===== src/rtl/fetch_pkg.sv =====
// Shared fetch-stage types and constants: FSM encoding, bubble word, reset PC.
// Imported by the fetch interface, top level and PC register.
package fetch_pkg;

  localparam int                 INSTR_W          = 32;
  localparam logic [31:0]        DEFAULT_RESET_PC = 32'h0000_0000;
  localparam logic [INSTR_W-1:0] BUBBLE_INSTR     = '0;

  typedef enum logic [1:0] {
    REQ  = 2'd0,
    WAIT = 2'd1,
    HOLD = 2'd2
  } fetch_state_e;

  // Fetch addresses are word aligned; the low two bits are always cleared.
  function automatic logic [31:0] align_pc(input logic [31:0] addr);
    return addr & 32'hFFFF_FFFC;
  endfunction

endpackage


===== src/rtl/fetch_unit_if.sv =====
// Instruction-memory request/grant/response channel between fetch and imem.
// Address is held stable while imem_req is high; responses return in order.
interface fetch_unit_if;
  import fetch_pkg::*;

  logic               imem_req;
  logic [31:0]        imem_addr;
  logic               imem_gnt;
  logic               imem_rvalid;
  logic [INSTR_W-1:0] imem_rdata;

  modport master (
    output imem_req,
    output imem_addr,
    input  imem_gnt,
    input  imem_rvalid,
    input  imem_rdata
  );

  modport slave (
    input  imem_req,
    input  imem_addr,
    output imem_gnt,
    output imem_rvalid,
    output imem_rdata
  );

endinterface


===== src/rtl/fetch_unit_pc_register.sv =====
// Program counter with reset > redirect > advance priority; exposes pc and pc+4.
// Updates on the clock edge; the caller decides when to advance or redirect.
module pc_register
  import fetch_pkg::*;
#(
  parameter logic [31:0] RESET_PC = DEFAULT_RESET_PC
) (
  input  logic        clk,
  input  logic        reset,
  input  logic        redirect,
  input  logic [31:0] redirect_pc,
  input  logic        advance,
  output logic [31:0] pc,
  output logic [31:0] pc_plus_4
);

  logic [31:0] pc_q;
  logic [31:0] pc_d;

  assign pc        = pc_q;
  assign pc_plus_4 = pc_q + 32'd4;

  always_comb begin
    pc_d = pc_q;
    if (redirect) begin
      pc_d = redirect_pc;
    end else if (advance) begin
      pc_d = pc_plus_4;
    end
  end

  always_ff @(posedge clk) begin
    if (reset) begin
      pc_q <= RESET_PC;
    end else begin
      pc_q <= pc_d;
    end
  end

endmodule


===== src/rtl/fetch_unit.sv =====
// Fetch stage: one outstanding imem request, PC+4/instruction to IF/ID; 2 cycles/instr at zero wait.
// stall freezes outputs (parks in HOLD after a capture); option FETCH_ALIGN_CHECK_EN flags misaligned redirects.
module fetch_unit
  import fetch_pkg::*;
#(
  parameter logic [31:0] RESET_PC = DEFAULT_RESET_PC
) (
  input  logic               clk,
  input  logic               reset,
  input  logic               stall,
  input  logic               redirect,
  input  logic [31:0]        redirect_pc,
  fetch_unit_if.master       imem,
  output logic [31:0]        PC_plus_4_out,
  output logic [INSTR_W-1:0] Instruction_out,
  output logic               fetch_valid,
  output logic               fetch_fault
);

  fetch_state_e       state_q, state_d;
  logic               discard_q, discard_d;
  logic [31:0]        pc4_q, pc4_d;
  logic [INSTR_W-1:0] instr_q, instr_d;
  logic               valid_q, valid_d;
  logic               capture;
  logic [31:0]        pc;
  logic [31:0]        pc_plus_4;

  pc_register #(
    .RESET_PC (RESET_PC)
  ) u_pc (
    .clk         (clk),
    .reset       (reset),
    .redirect    (redirect),
    .redirect_pc (align_pc(redirect_pc)),
    .advance     (capture),
    .pc          (pc),
    .pc_plus_4   (pc_plus_4)
  );

  assign imem.imem_req  = (state_q == REQ) && !reset;
  assign imem.imem_addr = pc;

  always_comb begin
    state_d   = state_q;
    discard_d = discard_q;
    capture   = 1'b0;
    case (state_q)
      REQ: begin
        // A grant coincident with a redirect belongs to the old path: its data must be dropped.
        if (imem.imem_gnt) begin
          state_d   = WAIT;
          discard_d = redirect;
        end
      end
      WAIT: begin
        if (imem.imem_rvalid) begin
          discard_d = 1'b0;
          state_d   = REQ;
          if (!discard_q && !redirect) begin
            capture = 1'b1;
            state_d = stall ? HOLD : REQ;
          end
        end else if (redirect) begin
          discard_d = 1'b1;
        end
      end
      HOLD: begin
        if (redirect || !stall) begin
          state_d = REQ;
        end
      end
      default: begin
        state_d   = REQ;
        discard_d = 1'b0;
      end
    endcase
  end

  always_comb begin
    pc4_d   = pc4_q;
    instr_d = BUBBLE_INSTR;
    valid_d = 1'b0;
    if (!redirect) begin
      if (capture) begin
        pc4_d   = pc_plus_4;
        instr_d = imem.imem_rdata;
        valid_d = 1'b1;
      end else if (stall) begin
        instr_d = instr_q;
        valid_d = valid_q;
      end
    end
  end

  always_ff @(posedge clk) begin
    if (reset) begin
      state_q   <= REQ;
      discard_q <= 1'b0;
      pc4_q     <= 32'h0;
      instr_q   <= BUBBLE_INSTR;
      valid_q   <= 1'b0;
    end else begin
      state_q   <= state_d;
      discard_q <= discard_d;
      pc4_q     <= pc4_d;
      instr_q   <= instr_d;
      valid_q   <= valid_d;
    end
  end

  assign PC_plus_4_out   = pc4_q;
  assign Instruction_out = instr_q;
  assign fetch_valid     = valid_q;

`ifdef FETCH_ALIGN_CHECK_EN
  logic fault_q, fault_d;

  always_comb begin
    fault_d = fault_q;
    if (redirect && (redirect_pc[1:0] != 2'b00)) begin
      fault_d = 1'b1;
    end
  end

  always_ff @(posedge clk) begin
    if (reset) begin
      fault_q <= 1'b0;
    end else begin
      fault_q <= fault_d;
    end
  end

  assign fetch_fault = fault_q;
`else
  assign fetch_fault = 1'b0;
`endif

endmodule


===== src/flat_wrapper.sv =====
// flat-port wrapper written by rule: the top's interface ports become plain ports
module fetch_unit_flat import fetch_pkg::*;
#(
  parameter logic [31:0] RESET_PC = DEFAULT_RESET_PC
)
  (clk, reset, stall, redirect, redirect_pc, PC_plus_4_out, Instruction_out, fetch_valid, fetch_fault, imem_imem_req, imem_imem_addr, imem_imem_gnt, imem_imem_rvalid, imem_imem_rdata);
  fetch_unit_if imem_i ();
  input  logic clk;
  input  logic reset;
  input  logic stall;
  input  logic redirect;
  input  logic [31:0] redirect_pc;
  output logic [31:0] PC_plus_4_out;
  output logic [INSTR_W-1:0] Instruction_out;
  output logic fetch_valid;
  output logic fetch_fault;
  output wire logic [$bits(imem_i.imem_req)-1:0] imem_imem_req;
  output wire logic [$bits(imem_i.imem_addr)-1:0] imem_imem_addr;
  input wire logic [$bits(imem_i.imem_gnt)-1:0] imem_imem_gnt;
  input wire logic [$bits(imem_i.imem_rvalid)-1:0] imem_imem_rvalid;
  input wire logic [$bits(imem_i.imem_rdata)-1:0] imem_imem_rdata;
  assign imem_imem_req = imem_i.imem_req;
  assign imem_imem_addr = imem_i.imem_addr;
  assign imem_i.imem_gnt = imem_imem_gnt;
  assign imem_i.imem_rvalid = imem_imem_rvalid;
  assign imem_i.imem_rdata = imem_imem_rdata;
  fetch_unit #(.RESET_PC(RESET_PC)) u_core (.clk(clk), .reset(reset), .stall(stall), .redirect(redirect), .redirect_pc(redirect_pc), .imem(imem_i), .PC_plus_4_out(PC_plus_4_out), .Instruction_out(Instruction_out), .fetch_valid(fetch_valid), .fetch_fault(fetch_fault));
endmodule

===== config.mk =====
export PLATFORM = sky130hd
export DESIGN_NAME = fetch_unit_flat
export DESIGN_NICKNAME = d
export VERILOG_FILES = /design/src/rtl/fetch_pkg.sv /design/src/rtl/fetch_unit_if.sv /design/src/rtl/fetch_unit_pc_register.sv /design/src/rtl/fetch_unit.sv /design/src/flat_wrapper.sv
export SDC_FILE = /design/constraint.sdc
export NUM_CORES = 1
export LEC_CHECK = 0
export ABC_AREA = 0
export BUFFER_PORTS_ARGS = -buffer_cell sky130_fd_sc_hd__buf_2
export CAP_MARGIN = 20
export CORE_UTILIZATION = 37
export DETAILED_ROUTE_END_ITERATION = 12
export GPL_TIMING_DRIVEN = 0
export PLACE_DENSITY = 0.6
export SLEW_MARGIN = 20
export SYNTH_ARGS = -nofsm -noshare
export SYNTH_HDL_FRONTEND = slang
export SYNTH_HIERARCHICAL = 1
export SYNTH_SLANG_ARGS = --single-unit

===== constraint.sdc =====
create_clock -name clk -period 7.1 [get_ports clk]
set_clock_uncertainty 0.05 [all_clocks]
set_input_delay 1.42 -clock clk [delete_from_list [all_inputs] [get_ports clk]]
set_output_delay 1.42 -clock clk [all_outputs]
set_load 0.1 [all_outputs]

# == Word level (Yosys, flattened, before mapping) ==
# Index checks and enable logic that the tools add are counted.
# totals
output_inout_bits,99
inputBits,70
register_bits,100
word_cells,49
# op_classes
muxes,19
reduce_logical,13
n_eq_ne,7
add_sub_neg,1
bitwise,2
# ops
operator,n
32-bit two-way mux,4
"32-bit by 3-bit adder with 32-bit output, second input constant",1
2-bit two-way mux,5
1-bit two-way mux,8
2-bit one-hot mux with 3 select lines,1
3-bit AND reduction,2
1-bit zero test,4
"2-bit by 1-bit != test with 1-bit output, second input constant",2
"2-bit != test, second input constant",2
"3-bit != test, second input constant",1
1-bit one-hot mux with 3 select lines,1
"2-bit by 1-bit equality test with 1-bit output, second input constant",1
"2-bit equality test, second input constant",1
1-bit logical AND,2
2-bit zero test,1
1-bit NOT,2
2-bit AND reduction,1
2-bit nonzero test,1
2-bit OR reduction,1
1-bit logical OR,1

# == Logic depth before layout (Yosys ltp) ==
# depth
word_depth,7
mapped_depth,9
depth_no_buf,7

# == By module ==
# The synthesis kept the hierarchy.
# by_module_without_submodules
module,area_each_um2,seq_area_each_um2,cells_per_inst,instances
fetch_unit,2616.3,1361.3,234,1
pc_register,2351.0,640.6,308,1

# == Worst setup path before layout ==
# Ideal clock, no wire load.
# synth_path
path_type,input-to-output
from,in reset
to,out imem_imem_req
stages,2
arrival_time_ns,3.606
setup_slack_ns,2.024
required_time_ns,5.630
path_buffers,1
path_cell_list,clkbuf_1 nor3_1
# synth_between
elab_chain_cells,2
# synth_lines
item,line_no,source
start: declaration,flat_wrapper.sv:9,input logic reset;
1-bit zero test,fetch_unit.sv:41,assign imem.imem_req = (state_q == REQ) && !reset;
1-bit logical AND,fetch_unit.sv:41,
end: declaration,flat_wrapper.sv:17,output wire logic [$bits(imem_i.imem_req)-1:0] imem_imem_req;
# Every way passes these cells.

# == Final worst setup path ==
# Same ends and word-level chain as after synthesis.

==> flow_metrics.tcl <==
set metrics [dict create \
    outcome "complete, no violations" \
    place.gp.congestion 0.879 \
    cts_buffers 9 \
    worst_pin_slew_ns 0.826 \
    yosysSeqAreaShare_pct 40.3 \
    stdcell_count 897 \
    drc 0 \
    comb_power_share_pct 19.4 \
    syn2layout_area_growth_pct 27.1 \
    ir_worst_vdd_v 0.000115 \
    cp.required_ns 5.63 \
    regArea_um2 2000 \
    switching_share_pct 32.4 \
    ys.flop_type "dfxtp_1" \
    wirelength_um 14200 \
    synth.distinct_cells 53 \
    maxCapViolations 0 \
    drt_iter0_markers 263 \
    drv_slew 0 \
    p_per_area_nw_per_um2 214 \
    finalHoldViolations 0 \
    fp.coreArea_um2 12900 \
    postCtsResizedCells 0 \
    yosys.area.top_type_share_pct 40.3 \
    grt_pass1_vias 4456 \
    drive_gt1_share_pct 29.5 \
    clk_pin_slew_ns 0.07 \
    cts_buffer_depth 2 \
    synth_area_per_cell_um2 9.16 \
    clk_latency_ns 0.36 \
    max_freq_mhz 257 \
    synth_area_um2 4970 \
    antenna_found_initial 0 \
    num_rows 41 \
    synth_edf_count 0 \
    grt_usage_pct 20.4 \
    htreeDepth 3 \
    path_max_fanout 10 \
    grt_max_degree 17 \
    worstHoldPathType "flop to flop" \
    dp.cells 881 \
    postSynth.asyncResetShare_pct 0 \
    diodes 0 \
    netlist.top_cell.by_area "dfxtp_1" \
    arrival_ns 2.42 \
    finalSetupViolCount 0 \
    gr-max-usage-layer "met2" \
    rr_worst_depth 8 \
    dr.pass1.iters 5 \
    num-fill-cells 1288 \
    period_needed_ns 3.89 \
    grt_pass1_wl_um 22700 \
    start_util_pct 38.6 \
    synth_warnings 6 \
    startpoint_type "primary input" \
    netlist_top_cells_count "100 x dfxtp_1, 67 x nand2b_1, 37 x mux2i_1, 37 x nor2_1, 32 x a22o_1" \
    relSlewSlack_pct 44.4 \
    antenna_left 0 \
    io_buffers 165 \
    multi_input_area_um2 2690 \
    p_sw_w 0.000438 \
    period_share_pct 54.9 \
    ctsHoldBuffers 0 \
    leakage_nw 2.63 \
    post_cts_buffers 0 \
    final_nets 791 \
    rsz0062_at_grt "false" \
    final_core_util_pct 49.0 \
    yosys-top-cells-area "dfxtp_1 40%, nand2b_1 8.4%, mux2i_1 7.5%, a22o_1 5.6%, xnor2_1 4.2%" \
    total_power_w 0.00135 \
    cts_sinks 100 \
    crit_path_end_kind "primary output" \
    critPathKind "primary input to primary output" \
    p_clk_share_pct 36.4 \
    p_int_w 0.000916 \
    hold_slack_ns 0.425 \
    cts_root_buf "clkbuf_16" \
    use_met2_pct 33.0 \
    cts_tree "built" \
    vias_per_cell 5.20 \
    place_hpwl_um 10700 \
    dieHeight_um 118 \
    overflow 0 \
    die-area_um2 13900 \
    routedWlPerCell_um 15.9 \
    routed-via-count 4662 \
    met1_usage_pct 27.0 \
    power_frac_seq_pct 44.3 \
    io_pins 169 \
    synthCells 542 \
    die_w_um 118 \
    gr-usage-met3_pct 3.68 \
    timing.setup.tns_ns 0 \
    ys_seq_elements 100 \
    synth_most_common_cell "dfxtp_1" \
    whs_path_depth 2 \
]
-- worst max-delay path, cell delays in order --
cell and delay [ns]:
buf_2 0.15, clkbuf_1 0.21, nor3_1 0.18, buf_2 0.46
-- per-stage QoR --
stage	setup slack (ns)	instance area, µm²
CTS	3.21	6310
floorplan	2.02	4970
finish	3.21	6310
global route	3.16	6310
global placement	3.02	6020
detailed placement	3.01	6020
-- metal layers --
| metal | share of wire [%] | vias to the layer above |
|---|---|---|
| li1 | - | 2290 |
| met1 | 46 | 2185 |
| met2 | 46 | 173 |
| met3 | 6.1 | 14 |
| met4 | 1.5 | 0 |
| met5 | 0 | - |
-- final timing paths --
| kind | startpoint | endpoint | slack [ns] |
|---|---|---|---|
| max | reset | imem_imem_req | 3.21 |
| min | u_core/PC_plus_4_out[26] | u_core/PC_plus_4_out[26] | 0.42 |
| max reg2reg | u_core/state_q[0] | u_core/u_pc/pc[15] | 3.99 |
| min reg2reg | u_core/PC_plus_4_out[26] | u_core/PC_plus_4_out[26] | 0.42 |
-- power groups by stage --
stage                     combinational (W)  clock [W]  sequential (W)
after CTS                          0.000262   0.000510        0.000599
after global placement             0.000259          0        0.000611
after floorplan                   0.0000825          0        0.000727
final                              0.000262   0.000493        0.000600
after detailed placement           0.000261          0        0.000612
after global routing               0.000275   0.000531        0.000602
-- flip-flops by register name (all words and copies together), names as in the netlist --
signal                  flops
u_core/u_pc/pc             32
u_core/Instruction_out     32
u_core/discard_q            1
u_core/state_q              2
u_core/fetch_valid          1
u_core/PC_plus_4_out       32
-- cell families after synthesis --
logic type               after synthesis  share of synthesized area [%]
AO/OA/AOI/OAI                         87                           14.1
XOR/XNOR                              38                           6.70
adder cells (fa/ha/maj)                1                          0.252
buffers and inverters                 59                           5.92
flip-flops                           100                           40.3
multiplexers                          37                           7.46
other                                  1                         0.0755
AND/OR/NAND/NOR                      219                           25.2
-- cell usage in the layout (no fill, tap or decap), types with 2 or more instances in the layout --
master / netlist / layout
clkbuf_16: 0 / 9
or4_1: 9 / 9
inv_1: 9 / 9
clkbuf_1: 27 / 27
xor2_1: 14 / 14
a21oi_1: 6 / 6
a211oi_1: 10 / 10
nor2b_1: 3 / 3
nor3b_1: 2 / 2
a22o_1: 32 / 32
nor3_1: 7 / 7
a2111oi_0: 2 / 2
and2_1: 2 / 2
clkinvlp_4: 0 / 3
mux2i_1: 37 / 37
nand2_1: 22 / 22
buf_4: 3 / 3
nand3_1: 21 / 21
buf_6: 6 / 6
and3_1: 8 / 8
nor4_1: 6 / 5
nand2b_1: 67 / 67
conb_1: 1 / 3
nor2_1: 37 / 37
xnor2_1: 24 / 24
dfxtp_1: 100 / 100
clkinv_2: 0 / 3
o31a_1: 2 / 2
nand4_1: 14 / 14
or2_2: 2 / 2
buf_2: 13 / 178
and4_1: 5 / 5
o31ai_1: 8 / 8
or3_1: 6 / 6
o21ai_0: 4 / 4
a311oi_1: 13 / 13
-- area by class of cell --
| type | instances | share of cell area (%) |
|---|---|---|
| Timing Repair Buffer | 165 | 13.1 |
| Multi-Input combinational cell | 385 | 42.5 |
| Tap cell | 172 | 3.41 |
| Clock buffer | 9 | 3.57 |
| Buffer | 49 | 4.06 |
| Sequential cell | 100 | 31.7 |
| Clock inverter | 7 | 1.07 |
| Inverter | 10 | 0.594 |
Note: power is estimated with default switching activity, not from simulation.
